File: src/rtl/channel_4_noise_controller.sv
// Noise-channel control unit: holds the four noise registers, runs the
// envelope and length-counter units from frame-sequencer strobes, and drives
// phase delta, LFSR mode and volume into the noise datapath.
//
// Write handshake: i_wr_stb is a single-cycle qualifier with no back-pressure;
// i_wr_addr/i_wr_data are sampled on the i_clk edge where i_wr_stb is high and
// the write is always accepted on that edge.
module channel_4_noise_controller #(
  parameter int CLK_HZ = 25_000_000,
  parameter int CPU_HZ = 1_789_773
) (
  input  logic        i_clk,
  input  logic        i_rst,
  input  logic        i_wr_stb,
  input  logic [1:0]  i_wr_addr,
  input  logic [7:0]  i_wr_data,
  input  logic        i_quarter_stb,
  input  logic        i_half_stb,
  input  logic        i_channel_en,
  output logic [31:0] o_phase_delta,
  output logic        o_mode,
  output logic [3:0]  o_volume,
  output logic        o_active
);

  // Noise timer periods in APU clocks, indexed by the 4-bit period index.
  function automatic logic [63:0] period_of(input int idx);
    case (idx)
      0:       period_of = 64'd4;
      1:       period_of = 64'd8;
      2:       period_of = 64'd16;
      3:       period_of = 64'd32;
      4:       period_of = 64'd64;
      5:       period_of = 64'd96;
      6:       period_of = 64'd128;
      7:       period_of = 64'd160;
      8:       period_of = 64'd202;
      9:       period_of = 64'd254;
      10:      period_of = 64'd380;
      11:      period_of = 64'd508;
      12:      period_of = 64'd762;
      13:      period_of = 64'd1016;
      14:      period_of = 64'd2034;
      default: period_of = 64'd4068;
    endcase
  endfunction

  // Length-counter load values, indexed by the 5-bit length index.
  function automatic logic [7:0] len_of(input logic [4:0] idx);
    case (idx)
      5'd0:    len_of = 8'd10;
      5'd1:    len_of = 8'd254;
      5'd2:    len_of = 8'd20;
      5'd3:    len_of = 8'd2;
      5'd4:    len_of = 8'd40;
      5'd5:    len_of = 8'd4;
      5'd6:    len_of = 8'd80;
      5'd7:    len_of = 8'd6;
      5'd8:    len_of = 8'd160;
      5'd9:    len_of = 8'd8;
      5'd10:   len_of = 8'd60;
      5'd11:   len_of = 8'd10;
      5'd12:   len_of = 8'd14;
      5'd13:   len_of = 8'd12;
      5'd14:   len_of = 8'd26;
      5'd15:   len_of = 8'd14;
      5'd16:   len_of = 8'd12;
      5'd17:   len_of = 8'd16;
      5'd18:   len_of = 8'd24;
      5'd19:   len_of = 8'd18;
      5'd20:   len_of = 8'd48;
      5'd21:   len_of = 8'd20;
      5'd22:   len_of = 8'd96;
      5'd23:   len_of = 8'd22;
      5'd24:   len_of = 8'd192;
      5'd25:   len_of = 8'd24;
      5'd26:   len_of = 8'd72;
      5'd27:   len_of = 8'd26;
      5'd28:   len_of = 8'd16;
      5'd29:   len_of = 8'd28;
      5'd30:   len_of = 8'd32;
      default: len_of = 8'd30;
    endcase
  endfunction

  // Phase increment per system clock, folded to constants at elaboration.
  logic [31:0] delta_rom [16];
  for (genvar g = 0; g < 16; g++) begin : g_delta
    localparam logic [63:0] DELTA_64 =
      ((64'd1 << 32) * 64'(CPU_HZ)) / (period_of(g) * 64'(CLK_HZ));
    assign delta_rom[g] = DELTA_64[31:0];
  end

  // Register state
  logic       halt_q;
  logic       const_q;
  logic [3:0] vol_v_q;
  logic       mode_q;
  logic [3:0] period_idx_q;

  // Envelope and length state
  logic       start_q;
  logic [3:0] divider_q;
  logic [3:0] decay_q;
  logic [7:0] length_q;

  logic wr0;
  logic wr2;
  logic wr3;

  assign wr0 = i_wr_stb && (i_wr_addr == 2'd0);
  assign wr2 = i_wr_stb && (i_wr_addr == 2'd2);
  assign wr3 = i_wr_stb && (i_wr_addr == 2'd3);

  // CPU-visible register file; addr1 and addr3 bits [2:0] have no storage.
  always_ff @(posedge i_clk) begin
    if (i_rst) begin
      halt_q       <= 1'b0;
      const_q      <= 1'b0;
      vol_v_q      <= 4'd0;
      mode_q       <= 1'b0;
      period_idx_q <= 4'd0;
    end else begin
      if (wr0) begin
        halt_q  <= i_wr_data[5];
        const_q <= i_wr_data[4];
        vol_v_q <= i_wr_data[3:0];
      end
      if (wr2) begin
        mode_q       <= i_wr_data[7];
        period_idx_q <= i_wr_data[3:0];
      end
    end
  end

  // Envelope unit; an addr3 write re-arms start after the quarter step has
  // already consumed the old start flag on the same edge.
  always_ff @(posedge i_clk) begin
    if (i_rst) begin
      start_q   <= 1'b0;
      divider_q <= 4'd0;
      decay_q   <= 4'd0;
    end else begin
      if (i_quarter_stb) begin
        if (start_q) begin
          start_q   <= 1'b0;
          decay_q   <= 4'd15;
          divider_q <= vol_v_q;
        end else if (divider_q == 4'd0) begin
          divider_q <= vol_v_q;
          if (decay_q != 4'd0) begin
            decay_q <= decay_q - 4'd1;
          end else if (halt_q) begin
            decay_q <= 4'd15;
          end
        end else begin
          divider_q <= divider_q - 4'd1;
        end
      end
      if (wr3) begin
        start_q <= 1'b1;
      end
    end
  end

  // Length counter: disable beats load, load beats half-frame decrement.
  always_ff @(posedge i_clk) begin
    if (i_rst) begin
      length_q <= 8'd0;
    end else if (!i_channel_en) begin
      length_q <= 8'd0;
    end else if (wr3) begin
      length_q <= len_of(i_wr_data[7:3]);
    end else if (i_half_stb && (length_q != 8'd0) && !halt_q) begin
      length_q <= length_q - 8'd1;
    end
  end

  // Registered phase delta, one clock behind the period index.
  always_ff @(posedge i_clk) begin
    if (i_rst) begin
      o_phase_delta <= 32'd0;
    end else begin
      o_phase_delta <= delta_rom[period_idx_q];
    end
  end

  // Output volume selection from registered state.
  always_comb begin
    o_volume = 4'd0;
    if (length_q == 8'd0) begin
      o_volume = 4'd0;
    end else if (const_q) begin
      o_volume = vol_v_q;
    end else begin
      o_volume = decay_q;
    end
  end

  assign o_active = (length_q != 8'd0);
  assign o_mode   = mode_q;

endmodule

File: config.mk
export PLATFORM = sky130hd
export DESIGN_NAME = channel_4_noise_controller
export DESIGN_NICKNAME = d
export VERILOG_FILES = /design/src/rtl/channel_4_noise_controller.sv
export SDC_FILE = /design/constraint.sdc
export NUM_CORES = 1
export LEC_CHECK = 0
export CORE_MARGIN = 2
export CORE_UTILIZATION = 45
export CTS_CLUSTER_DIAMETER = 40
export DETAILED_ROUTE_END_ITERATION = 6
export PLACE_DENSITY_LB_ADDON = 0.05
export REMOVE_ABC_BUFFERS = 1
export SLEW_MARGIN = 20
export SYNTH_ARGS = -nofsm -noshare
export SYNTH_HDL_FRONTEND = slang
export SYNTH_SLANG_ARGS = --single-unit
File: constraint.sdc
create_clock -name i_clk -period 2.4 [get_ports i_clk]
set_input_delay 0.24 -clock i_clk [delete_from_list [all_inputs] [get_ports i_clk]]
set_output_delay 0.24 -clock i_clk [all_outputs]
set_load 0.005 [all_outputs]
==> results of run 1 <==
## metrics by stage
stage,util [%],hold slack [ns]
finish,55.4,0.515
global route,55.4,0.570
CTS,55.4,0.519
detailed placement,53.9,0.502
global placement,53.9,0.471
floorplan,-,0.309
## worst min-delay path: cells and delay by family (launching register included)
kind,cells,cell delay [ns]
flops,1,0.37
buf+inv,1,0.06
compound gates,1,0.05
## cells by family after synthesis
logic type / Yosys count
other: 1
adder cells (fa/ha/maj): 18
AO/OA/AOI/OAI: 84
flip-flops: 55
multiplexers: 23
buffers and inverters: 49
AND/OR/NAND/NOR: 125
XOR/XNOR: 5
## cell type report
cell class                 count  area (µm²)  area share (%)
timing repair buffer          60         571            15.3
clock buffer                   5        68.8            1.85
multi-input combinational    260        1790            48.0
tap                           80         100            2.69
sequential                    55        1100            29.6
clock inverter                 3        27.5           0.739
inverter                      18        67.6            1.82
## routing by layer
| metal | up-vias | part of all wire (%) |
|---|---|---|
| met3 | 2 | 3.3 |
| met5 | - | 0 |
| li1 | 1346 | - |
| met4 | 0 | 0.46 |
| met1 | 1224 | 50 |
| met2 | 58 | 46 |
## registers in the layout, summed over array words and instances, names as in the netlist, 4 cells and up
register       count
vol_v_q            4
period_idx_q       4
length_q           8
divider_q          4
o_phase_delta     27
decay_q            4
## how the worst max path moves through the flow
stage / from / end / slack [ns] / cells after the start
after floorplan: period_idx_q[0] / o_phase_delta[15] / 0.72 / 6
final: length_q[0] / o_volume[1] / 0.19 / 6
after CTS: length_q[0] / o_volume[1] / 0.11 / 6
after detailed placement: length_q[0] / o_volume[1] / 0.24 / 6
after global routing: length_q[0] / o_volume[1] / 0.04 / 6
after global placement: length_q[0] / o_volume[2] / 0.29 / 6
## where the power goes
part / switching [µW] / internal, µW
combinational: 323 / 335
sequential: 70.3 / 999
clock: 328 / 215
total: 721 / 1550
## cells in the mapped netlist, drive strengths merged, types with 4 or more instances
master / count
o21ai: 7
a21oi: 25
inv: 18
o31ai: 5
nor3: 12
a311oi: 4
nor4: 4
clkbuf: 18
nand3: 7
mux2i: 20
buf: 13
dfxtp: 55
ha: 18
a211oi: 15
nor3b: 5
nor2: 49
nand2: 12
nand2b: 10
nor2b: 6
and2: 7
==> results by group, run 1 <==
Synthesis
  – Complex-gate fraction of the synthesized area: 19.2%
  – Post-synthesis instance area: 3080 µm²
  – Dominant combinational cell family by area after synthesis: simple AND/OR/NAND/NOR gates
  – Biggest area consumer among synthesized cells: dfxtp_1
  – Synth Warn #: 0
  – Post-synthesis share of cell area spent on xor and xnor gates: 1.42%
  – Adder and majority gate portion of the synthesized area: 7.32%
  – Proportion of synthesized area in mux cells: 7.97%
  – Number of instances in the synthesized netlist: 360
  – Share of async-settable or async-resettable flops after synthesis: 0%
  – Count of flip-flops with a built-in enable after synthesis: 0
  – Flip-flop cell with the highest count after synthesis: dfxtp_1
  – Top-area cell type share of the netlist area: 35.8%
  – Average cell area after synthesis: 8.54 µm²
  – Library cells used by synthesis: 59
  – Simple-gate share of the synthesized area: 21.3%
  – Total of flip-flops plus latches after synthesis: 55
  – Sequential share of the synthesized area: 35.8%
  – Top post-synthesis cells by area: dfxtp_1, ha_1, mux2i_1

STA
  – Worst slew margin relative to its limit: 51.3%
  – Slew @ Worst Pin: 0.722 ns
  – Setup total negative slack: 0 ns
  – RSZ-0062 raised after global routing: no
  – Achievable Freq: 0.452 GHz
  – Setup-violating endpoint count in the final report: 0
  – Final worst-path cycle share: 92.2%
  – Number of max-slew violations in the final report: 0
  – Worst clock skew: 0.00521 ns
  – Setup slack after layout: 0.188 ns
  – Final critical-path required period: 2.21 ns
  – Fin. Hold Viols: 0

Critical path
  – Critical-path cell list: inv_1 -> ha_1 -> nor3b_2 -> and2_2 -> nor2_1 -> clkdlybuf4s50_1
  – R2R cell count: 6
  – Cell type of the slowest stage on the worst timing path: clkdlybuf4s50_1
  – Arrival @ worst endpoint: 1.97 ns
  – CP delay by family, top: buffers and inverters
  – Required time of the critical path: 2.16 ns
  – Reg-to-reg startpoint: length_q[0]
  – Setup CP Type: register to output port
  – Setup slack of the most critical reg-to-reg path: 0.67 ns
  – Type of element capturing the critical path: output port
  – Bufs and invs on worst path: 2
  – Slowest stage delay, CP: 0.50 ns
  – Largest fanout on the critical path: 6
  – Startpoint class of the critical path: register
  – Endpoint of the lowest-slack register-to-register path: length_q[4]

Drt
  – Final antenna-violating net count: 0
  – Sum of routed wire length over all layers: 6740 µm
  – Vias: 2,630
  – DR iter-0 viols: 154
  – Initial DRT Pass Iterations: 4
  – DR DRC count: 0
  – Via density: 5.47
  – Average routed wire per standard cell: 14.0 µm

Outcome
  – Status: complete, no violations

Place
  – Worst slack at placement: 0.235 ns
  – Post-DP HPWL: 5000 µm
  – Count of input and output buffers: 48
  – Post-placement cell count: 473
  – GP Congestion: 0.831
  – Post-Place Cell Area: 3620 µm²

Job
  – Number of max-capacitance violations reported: 0

Global routing
  – Most used routing layer in global routing: met2
  – Pin count of the biggest net entering global routing: 42
  – Wire length of the first global-routing pass: 11,200 µm
  – Overflow left after global routing: 0
  – Total routing usage reported by global routing: 18.5%
  – Met3 Track Usage GR: 3.43%
  – Fraction of met1 tracks used by global routing: 26.7%
  – Number of global-route vias before repair: 2,326
  – Met2 GRT Util: 28.6%
  – Number of antenna violations at the first check in global routing: 0

Clock network
  – Longest Clk Path Bufs: 2
  – H-tree depth reported by CTS: 2
  – CTS tree: built
  – Buffer type at the clock tree root: clkbuf_8
  – Cts bufs inserted: 5
  – Setup repair bufs after CTS: 0
  – Number of buffers inserted by hold repair at cts: 0
  – Clock input transition at the sequential cells of the worst setup and hold paths: 0.11 ns
  – Post-CTS resize count: 2
  – Clock Latency Late Sink: 0.31 ns
  – TritonCTS Sinks: 55

Floorplan
  – Die height: 86.7 µm
  – Num rows: 30
  – Area inside the core boundary: 6720 µm²
  – I/O Pins: 54
  – Effective utilization at floorplan: 45.8%
  – Die outline area: 7510 µm²
  – DIE WIDTH: 86.7 µm

Layout
  – Net count of the finished layout: 434
  – Antenna diode instance count: 0
  – Area growth from synthesis to layout: 21.0%
  – Fraction of final layout cells with drive strength greater than 1: 8.48%
  – Number of filler instances in the final layout: 625
  – Count of non-filler cells in the finished layout: 481
  – Highest-count cells in the layout ignoring fill and taps: dfxtp_1, nor2_1, clkdlybuf4s50_1
  – Most common library cell in the layout ignoring fill and taps: dfxtp_1
  – Post-layout instance area: 3720 µm²

Hold path
  – Startpoint of the most critical hold path: decay_q[2]
  – Min-Delay Path Depth: 2
  – Path class of the lowest-slack min-delay path: register to register
  – Hold-critical path endpoint: decay_q[2]

Pwr
  – Leakage: 0.00145 µW
  – Overall power after layout: 2270 µW
  – Maximum VDD drop: 0.439 mV
  – Power per Cell Area: 610 nW/µm²
Note: power is estimated with default switching activity, not from simulation.
==> run 2, diff against run 1 <==
Settings changed: ABC_CLOCK_PERIOD_IN_PS from default to 2400, CTS_CLUSTER_SIZE from default to 10, RECOVER_POWER from default to 100.
==> results by group, run 2 (synthesis results as in run 1) <==
Outcome
  – Status: complete, no violations

Critical path
  – Reg-to-reg startpoint: period_idx_q[2]
  – Largest fanout on the critical path: 6 (unchanged)
  – CP delay by family, top: buffers and inverters
  – Required time of the critical path: 2.16 ns (about the same)
  – Cell type of the slowest stage on the worst timing path: clkdlybuf4s50_1
  – Slowest stage delay, CP: 0.50 ns (about the same)
  – Bufs and invs on worst path: 2 (unchanged)
  – R2R cell count: 4 (-2)
  – Setup slack of the most critical reg-to-reg path: 0.35 ns (-0.32 ns)
  – Worst setup path end: o_volume[1]
  – Startpoint class of the critical path: register
  – Arrival @ worst endpoint: 1.97 ns (about the same)
  – Endpoint of the lowest-slack register-to-register path: o_phase_delta[4]
  – Critical-path cell list: inv_1 -> ha_1 -> nor3b_2 -> and2_2 -> nor2_1 -> clkdlybuf4s50_1
  – Type of element capturing the critical path: output port
  – Setup CP Type: register to output port
  – Total number of cells along the worst setup path: 6 (unchanged)
  – Source of the critical timing path: length_q[0]

Pwr
  – Seq pwr share: 47.4% (+0.3 points)
  – Overall power after layout: 2250 µW (-0.68%)
  – Net Switching: 721 µW (about the same)
  – Leakage: 0.00150 µW (+3.4%)
  – Power per Cell Area: 608 nW/µm² (-0.24%)
  – Maximum VDD drop: 0.440 mV (+0.35%)
  – Internal Dissipation: 1530 µW (-0.97%)
  – Switching share of power: 32.0% (+0.20 points)
  – Clock share of power: 24.1% (+0.2 points)
  – Relative contribution of combinational cells to total power: 28.5% (-0.5 points)

Drt
  – Sum of routed wire length over all layers: 6740 µm (about the same)
  – Average routed wire per standard cell: 14.0 µm (about the same)
  – DR iter-0 viols: 186 (+21%)
  – DR DRC count: 0 (unchanged)
  – Final antenna-violating net count: 0 (unchanged)
  – Vias: 2,623 (-0.27%)
  – Initial DRT Pass Iterations: 4 (unchanged)
  – Via density: 5.45 (-0.27%)

Floorplan
  – DIE WIDTH: 86.7 µm (unchanged)
  – Area inside the core boundary: 6720 µm² (unchanged)
  – Num rows: 30 (unchanged)
  – Die outline area: 7510 µm² (unchanged)
  – I/O Pins: 54 (unchanged)
  – Die height: 86.7 µm (unchanged)
  – Effective utilization at floorplan: 45.8% (unchanged)

Clock network
  – Setup repair bufs after CTS: 0 (unchanged)
  – H-tree depth reported by CTS: 2 (unchanged)
  – CTS tree: built
  – Longest Clk Path Bufs: 2 (unchanged)
  – TritonCTS Sinks: 55 (unchanged)
  – Clock Latency Late Sink: 0.31 ns (about the same)
  – Buffer type at the clock tree root: clkbuf_8
  – Clock input transition at the sequential cells of the worst setup and hold paths: 0.11 ns (about the same)
  – Cts bufs inserted: 5 (unchanged)

Hold path
  – Path class of the lowest-slack min-delay path: register to register
  – Startpoint of the most critical hold path: period_idx_q[3]

Global routing
  – Wire length of the first global-routing pass: 11,200 µm (unchanged)
  – Met2 GRT Util: 28.6% (unchanged)
  – Total routing usage reported by global routing: 18.5% (unchanged)
  – Number of antenna violations at the first check in global routing: 0 (unchanged)
  – Overflow left after global routing: 0 (unchanged)
  – Met3 Track Usage GR: 3.43% (unchanged)
  – Number of global-route vias before repair: 2,326 (unchanged)
  – Pin count of the biggest net entering global routing: 42 (unchanged)
  – Fraction of met1 tracks used by global routing: 26.7% (unchanged)
  – Most used routing layer in global routing: met2

Layout
  – Highest-count cells in the layout ignoring fill and taps: dfxtp_1, nor2_1, dlygate4sd3_1
  – Net count of the finished layout: 434 (unchanged)
  – Most common library cell in the layout ignoring fill and taps: dfxtp_1
  – Fraction of final layout cells with drive strength greater than 1: 7.23% (-1.2 points)
  – Largest registers: o_phase_delta: 27 flops, length_q: 8 flops
  – Register ranked first by flip-flop count: o_phase_delta
  – Flip-flop count of the largest register, all copies and words added: 27 (unchanged)
  – Number of filler instances in the final layout: 630 (+0.80%)
  – Area growth from synthesis to layout: 20.5%
  – Fraction of the core area covered by cells at the end of the flow: 55.2% (-0.24 points)
  – Antenna diode instance count: 0 (unchanged)

STA
  – RSZ-0062 raised after global routing: no
  – Worst clock skew: 0.00484 ns (-0.000372 ns)
  – Final critical-path required period: 2.21 ns (-0.00548 ns)
  – Achievable Freq: 0.453 GHz (+0.25%)
  – Fin. Hold Viols: 0 (unchanged)
  – Setup total negative slack: 0 ns (unchanged)
  – Final worst-path cycle share: 91.9% (-0.23 points)
  – Worst slew margin relative to its limit: 25.0% (-26 points)
  – Slew @ Worst Pin: 1.12 ns (+0.401 ns)
  – Setup-violating endpoint count in the final report: 0 (unchanged)
  – Minimum hold slack: 0.517 ns (+0.00167 ns)
  – Number of max-slew violations in the final report: 0 (unchanged)

Job
  – Number of max-capacitance violations reported: 0 (unchanged)

Place
  – Count of input and output buffers: 48 (unchanged)
  – Post-DP HPWL: 5000 µm (unchanged)
  – GP Congestion: 0.831 (unchanged)
-- run 2: cell types whose count changed in the layout (fill, tap and decap cells not counted), moves of 2 or more --
cell / before / now
clkdlybuf4s50_1: 48 / 17
dlygate4sd3_1: 0 / 31
and2_0: 0 / 4
and2_1: 6 / 2
buf_4: 12 / 10
clkbuf_1: 0 / 2
-- run 2: what timing repair did --
item / 4_1_cts / 5_1_grt
endpoints found under the setup margin: 5 / 5
gates resized for setup: 2 / 2
hold buffers: 0 / 0
-- run 2: worst min-delay path by stage --
stage                         to  slack (ns)  cells past startpoint
6_report         period_idx_q[3]        0.52                      2
5_1_grt             divider_q[0]        0.57                      2
4_1_cts               decay_q[2]        0.52                      2
3_5_place_dp          decay_q[2]        0.50                      2
3_3_place_gp     period_idx_q[3]        0.47                      2
2_1_floorplan  o_phase_delta[10]        0.31                      1
-- run 2: power by group through the flow --
| stage | clock, µW | sequential [µW] | combinational [µW] |
|---|---|---|---|
| after floorplan | 0 | 1090 | 412 |
| after global placement | 0 | 1090 | 651 |
| after detailed placement | 0 | 1090 | 657 |
| after CTS | 563 | 1070 | 661 |
| after global routing | 602 | 1080 | 732 |
| final | 543 | 1070 | 642 |
-- run 2: cell type report --
class                   instances  area (µm²)  area share [%]
clock inverters                 3        27.5           0.743
clock buffers                   5        68.8            1.86
multi-input cells             260        1780            47.9
flip-flops and latches         55        1100            29.7
repair buffers                 60         563            15.2
inverters                      18        67.6            1.82
well taps                      80         100            2.70
-- run 2: metrics by stage --
stage               cell area, µm²  std cells  worst slack, ns
global placement              3620        473            0.286
floorplan                     2950        333            0.722
detailed placement            3620        473            0.235
global route                  3710        481           0.0480
finish                        3710        481            0.194
CTS                           3720        481            0.106
-- run 2: worst register-to-register path: stages, from the launching register on --
cell and delay [ns]:
dfxtp_1 0.66, clkbuf_1 0.51, clkbuf_1 0.34, a21oi_1 0.11, a211oi_1 0.32
-- run 2: layer usage --
layer / share of wire (%) / up-vias / routed length (µm)
met3: 3.4 / 2 / 232
met1: 50 / 1222 / 3370
met4: 0.46 / 0 / 31
met2: 46 / 56 / 3100
li1: - / 1343 / -
met5: 0 / - / 0
